===== src/rtl/mod_n_updown_counter.sv =====
// Programmable modulo-N up/down counter with synchronous load, range-checked
// load flag, registered wrap pulse and combinational terminal count for cascading.
module mod_n_updown_counter #(
  parameter int WIDTH   = 3,
  parameter int MODULUS = 6
) (
  input  logic             clk,
  input  logic             rst_n,
  input  logic             en,
  input  logic             up_dn,
  input  logic             load,
  input  logic [WIDTH-1:0] load_val,
  output logic [WIDTH-1:0] count,
  output logic             tc,
  output logic             wrap,
  output logic             load_err
);

  if (MODULUS < 2 || MODULUS > (1 << WIDTH)) begin : g_param_chk
    $error("mod_n_updown_counter: MODULUS %0d outside 2..2**WIDTH", MODULUS);
  end

  localparam logic [WIDTH-1:0] MAX_CNT = WIDTH'(MODULUS - 1);
  // One extra bit so MODULUS == 2**WIDTH is representable for the range check.
  localparam logic [WIDTH:0]   MOD_EXT = (WIDTH + 1)'(MODULUS);

  logic [WIDTH-1:0] r_count;
  logic             r_wrap;
  logic             r_load_err;

  logic [WIDTH-1:0] w_count_nxt;
  logic             w_wrap_nxt;
  logic             w_err_nxt;
  logic             w_at_max;
  logic             w_at_zero;
  logic             w_in_range;

  assign w_at_max   = (r_count == MAX_CNT);
  assign w_at_zero  = (r_count == '0);
  assign w_in_range = ({1'b0, load_val} < MOD_EXT);

  always_comb begin
    w_count_nxt = r_count;
    w_wrap_nxt  = 1'b0;
    w_err_nxt   = r_load_err;
    if (load) begin
      if (w_in_range) begin
        w_count_nxt = load_val;
        w_err_nxt   = 1'b0;
      end else begin
        w_count_nxt = MAX_CNT;
        w_err_nxt   = 1'b1;
      end
    end else if (en) begin
      if (up_dn) begin
        if (w_at_max) begin
          w_count_nxt = '0;
          w_wrap_nxt  = 1'b1;
        end else begin
          w_count_nxt = r_count + WIDTH'(1);
        end
      end else begin
        if (w_at_zero) begin
          w_count_nxt = MAX_CNT;
          w_wrap_nxt  = 1'b1;
        end else begin
          w_count_nxt = r_count - WIDTH'(1);
        end
      end
    end
  end

  always_ff @(posedge clk or negedge rst_n) begin
    if (!rst_n) begin
      r_count    <= '0;
      r_wrap     <= 1'b0;
      r_load_err <= 1'b0;
    end else begin
      r_count    <= w_count_nxt;
      r_wrap     <= w_wrap_nxt;
      r_load_err <= w_err_nxt;
    end
  end

  // Combinational so a downstream stage can use it as enable on the same edge.
  assign tc       = en & ~load & ((up_dn & w_at_max) | (~up_dn & w_at_zero));
  assign count    = r_count;
  assign wrap     = r_wrap;
  assign load_err = r_load_err;

endmodule

===== config.mk =====
export PLATFORM = sky130hd
export DESIGN_NAME = mod_n_updown_counter
export DESIGN_NICKNAME = d
export VERILOG_FILES = /design/src/rtl/mod_n_updown_counter.sv
export SDC_FILE = /design/constraint.sdc
export NUM_CORES = 1
export LEC_CHECK = 0
export ABC_AREA = 1
export ABC_CLOCK_PERIOD_IN_PS = 1890
export CAP_MARGIN = 40
export CORE_AREA = 2 2 39 41
export DETAILED_ROUTE_END_ITERATION = 7
export DIE_AREA = 0 0 41 43
export DONT_BUFFER_PORTS = 1
export HOLD_SLACK_MARGIN = 0.02
export PLACE_DENSITY = 0.44
export SYNTH_ARGS = -nofsm -noshare
export SYNTH_HDL_FRONTEND = slang
export SYNTH_SLANG_ARGS = --single-unit

===== constraint.sdc =====
create_clock -name clk -period 1.89 [get_ports clk]
set_clock_uncertainty 0.2 [all_clocks]
set_input_delay 0.378 -clock clk [delete_from_list [all_inputs] [get_ports clk]]
set_output_delay 0.378 -clock clk [all_outputs]
set_load 0.02 [all_outputs]

# After elaboration in Yosys (flattened, before gate mapping)
# Cells that the tools add are included.
[word_totals]
out_inout_bits = 6
input_bits = 8
register_bits = 5
wordCells = 28
[classes]
eq_ne = 1
addsub = 2
order_cmp = 1
reduce_logical = 2
muxes = 12
bitwise_logic = 7
[op_table]
columns = ["operator", "count"]
rows = [
  ["two-way mux 3 bit", 6],
  ["two-way mux 1 bit", 6],
  ["AND 1 bit", 4],
  ["adder 3 x 1 -> 3 bit (second input constant)", 1],
  ["== test 3 bit (second input constant)", 1],
  ["zero test 3 bit", 1],
  ["< comparator 3 bit (second input constant)", 1],
  ["subtractor 3 x 1 -> 3 bit (second input constant)", 1],
  ["inverter 1 bit", 2],
  ["nonzero test 2 bit", 1],
  ["OR 1 bit", 1],
]

# Longest topological paths before layout
[depth]
ltp_word = 5
ltp_mapped = 7
mapped_depth_nobuf = 7

# Least setup slack after synthesis
# Ideal clock, no wire load.
[synth_path]
path_type = "register to output"
from = "register r_count[1] (netlist: count[1])"
to = "output tc"
t_required_ns = 1.312
setup_slack_ns = 0.089
arrival_time_ns = 1.223
path_stages_with_launch = 4
path_buffers = 0
cell_sequence = "dfrtp_1 nor2_1 a21oi_1 nor3_1"
[synth_via]
elab_chain_cells = 4
elab_cells_between_ends = 6
classes_between = "eq/ne (1); bitwise (4); reduce/logical (1)"
[synth_rtl]
columns = ["element", "line", "text"]
rows = [
  ["from (decl)", "27", "logic [WIDTH-1:0] r_count;"],
  ["from (signal assigned)", "79", "r_count <= w_count_nxt;"],
  ["== test 3 bit or zero test 3 bit (tied branches)", "38, 39", ""],
  ["AND 1 bit", "86", "assign tc = en & ~load & ((up_dn & w_at_max) | (~up_dn & w_at_zero));"],
  ["OR 1 bit (*)", "86", ""],
  ["AND 1 bit (*)", "86", ""],
  ["to (decl)", "14", "output logic tc,"],
]
# Mark *: on every way between the ends. The rest lies on a longest branch, timed or not.

# Worst setup path in the final report
# Ends and elaborated chain as after synthesis.

==> impl_metrics.csv <==
group,metric,value,unit
clock_tree,clock_latency,250,ps
placement,portBuffers,0,
synthesis,synthSimpleGateAreaFrac,34.9,%
floorplan,core_region_area,1380,µm²
detailed_routing,viasPerCell,4.45,
critical_path,rr_startpoint,"count[0]",
critical_path,critPathMaxFanout,3,
synthesis,yosysTopAreaCell,"dfrtp_1",
layout,area_growth_syn_to_layout,30.3,%
floorplan,start_util,23.6,%
clock_tree,clock-root-buffer,"clkbuf_4",
layout,antennaDiodeCount,0,
synthesis,synth_edf_count,0,
synthesis,synth-seq-cells,5,
clock_tree,numCtsBuffers,3,
hold_path,hold_path_depth,2,
sta,timing_hold_violations_final,0,
placement,hpwl,676,µm
clock_tree,clk_pin_slew,40,ps
grt,grt-ovfl-total,0,
clock_tree,clockBufferDepth,2,
synthesis,synth_cells,50,
synthesis,ys_top_cells_by_count,"15 x nand2_1, 7 x inv_1, 6 x nor2_1, 5 x dfrtp_1, 4 x a21oi_1",
detailed_routing,drc_errors,0,
critical_path,worst-setup-path-type,"reg -> out",
detailed_routing,wl,837,µm
synthesis,yosysWarnings,0,
clock_tree,htreeDepth,1,
power_and_ir_drop,total_power,0.380,mW
critical_path,slowest_delay,380,ps
synthesis,netlist_area,327,µm²
outcome,outcome,"finished clean",
hold_path,hold_path_end,"load_err",
synthesis,post-synth-top-count-cell,"nand2_1",
synthesis,synth_compound_gate_area_share,16.5,%
critical_path,reg2reg_to,"count[2]",
sta,fin_crit_sh,94.6,%
detailed_routing,drt_iter0_markers,11,
floorplan,ios,14,
flow_run,cap_violations,0,
synthesis,synthXorXnorAreaFrac,0,%
layout,drive_gt1_share,21.7,%
sta,slew_headroom,83.3,%
floorplan,rows,14,
grt,grt_pass1_vias,329,
critical_path,rrSetupSlack,580,ps
clock_tree,cts_tree,"built",
power_and_ir_drop,peakVddDrop,0.149,mV
grt,antenna_found_initial,0,
floorplan,dieHeight,43,µm
clock_tree,cts_num_sinks,5,
critical_path,path_cells,"nor2_1 > a21oi_1 > nor3_2 > buf_4",
floorplan,die_w,41,µm
critical_path,reg2reg_depth,7,
detailed_routing,routedWlPerCell,11.0,µm
power_and_ir_drop,powerDensity,893,nW/µm²
synthesis,synth_mux_area_share,0,%
synthesis,yosys-top-cells-area,"dfrtp_1 38%, nand2_1 17%, inv_1 8.0%",
layout,finalNetCount,69,
grt,track_usage,12.3,%
critical_path,cp_slowest_cell,"dfrtp_1",
layout,postLayoutCoreUtil,30.7,%
synthesis,syn_area_per_cell,6.53,µm²
detailed_routing,antenna_left,0,
synthesis,synth_fa_ha_area_share,0,%
grt,grt_max_degree,6,
synthesis,syn_nets,58,
placement,gp_congestion,0.666,
sta,fin_crit,1790,ps
critical_path,endpoint_kind,"output pin",
synthesis,synth_top_family_by_area,"simple AND/OR/NAND/NOR gates",
sta,worstMarginPinSlew,249,ps
synthesis,ys_async_sr_fraction,100,%
detailed_routing,dr_total_vias,338,
critical_path,worst_ep_required_time,1310,ps
synthesis,ys_seq_area_share,38.3,%
sta,fmax,559,MHz
sta,final_max_slew_viol_count,0,
synthesis,synth.top_cell.area_share,38.3,%
synthesis,yosysUniqueCellTypes,13,
floorplan,dieArea,1760,µm²
power_and_ir_drop,leakagePower,0.227,nW
grt,grt_first_pass_wirelength,1370,µm
synthesis,synthFlopType,"dfrtp_1",
detailed_routing,dr.pass1.iters,4,
critical_path,critPathLaunchType,"flip-flop",
sta,finalSetupViolations,0,
hold_path,min_path_type,"in -> reg",
hold_path,hold_start,"load_val[2]",
critical_path,cp.arrival,1210,ps
## per-layer routing
| metal | wire, µm | up-vias | share of wire [%] | GRT usage, % |
|---|---|---|---|---|
| li1 | - | 179 | - | - |
| met1 | 305 | 148 | 36 | 11.9 |
| met2 | 464 | 8 | 55 | 19.4 |
| met3 | 38 | 3 | 4.5 | 1.05 |
| met4 | 28 | 0 | 3.3 | 14.0 |
| met5 | 0 | - | 0 | 0 |
## power by group
group	switching, mW	total (mW)	internal (mW)
registers	0.0137	0.134	0.120
clock network	0.0507	0.131	0.0803
logic	0.0722	0.115	0.0430
## area by class of cell
type	count	area, µm²
repair buffers	6	47.5
multi-input cells	36	173
inverters	9	33.8
well taps	16	20.0
fillers	158	958
clock buffers	4	26.3
flip-flops and latches	5	125
## cells by family (layout without fill, tap and decap cells)
group,after synthesis,count (layout)
AND/OR/NAND/NOR,27,27
AO/OA/AOI/OAI,9,9
buffers and inverters,9,19
flip-flops,5,5
## worst max-delay path, delay by kind of cell (launching register included)
family,cells,cell delay (ps)
buf+inv,1,160
compound gates,1,110
simple gates,2,310
flops,1,380
## flip-flops by register name, indices dropped and copies added (netlist names)
name / flops
wrap: 1
load_err: 1
count: 3
## per-stage QoR
stage	setup WS, ps	hold slack, ps	cell area [µm²]	setup TNS, ps	instances
floorplan	88.6	-118	327	0	50
global placement	345	-117	384	0	71
detailed placement	342	-117	384	0	71
CTS	57.2	87.9	420	0	76
global route	-3.55	109	425	-3.55	76
finish	103	94.7	425	0	76
## timing repair
action	in CTS	in global routing
setup buffers	0	0
setup endpoints to repair	0	1
hold buffers	1	0
hold endpoints to repair	5	0
gates resized for setup	0	1
## worst max path at each step
stage          startpoint  endpoint  slack [ps]  cells after the start
2_1_floorplan    count[1]        tc          90                      3
3_3_place_gp     count[1]        tc         350                      4
3_5_place_dp     count[1]        tc         340                      4
4_1_cts          count[1]        tc          60                      4
5_1_grt          count[1]        tc          -4                      4
6_report         count[1]        tc         100                      4
## placed cells by master (no fill, tap or decap)
cell | synthesis | layout
nand2_1 | 15 | 15
inv_1 | 7 | 7
nor2_1 | 6 | 6
dfrtp_1 | 5 | 5
buf_4 | 0 | 5
a21oi_1 | 4 | 4
nand3_1 | 3 | 3
clkbuf_4 | 0 | 3
inv_2 | 2 | 2
o21ai_0 | 2 | 2
o211ai_1 | 1 | 1
nor3_2 | 0 | 1
nor3_1 | 2 | 1
o31ai_1 | 1 | 1
nand3_2 | 1 | 1
a21oi_2 | 1 | 1
clkbuf_1 | 0 | 1
dlygate4sd3_1 | 0 | 1
(Power assumes the default switching activity.)
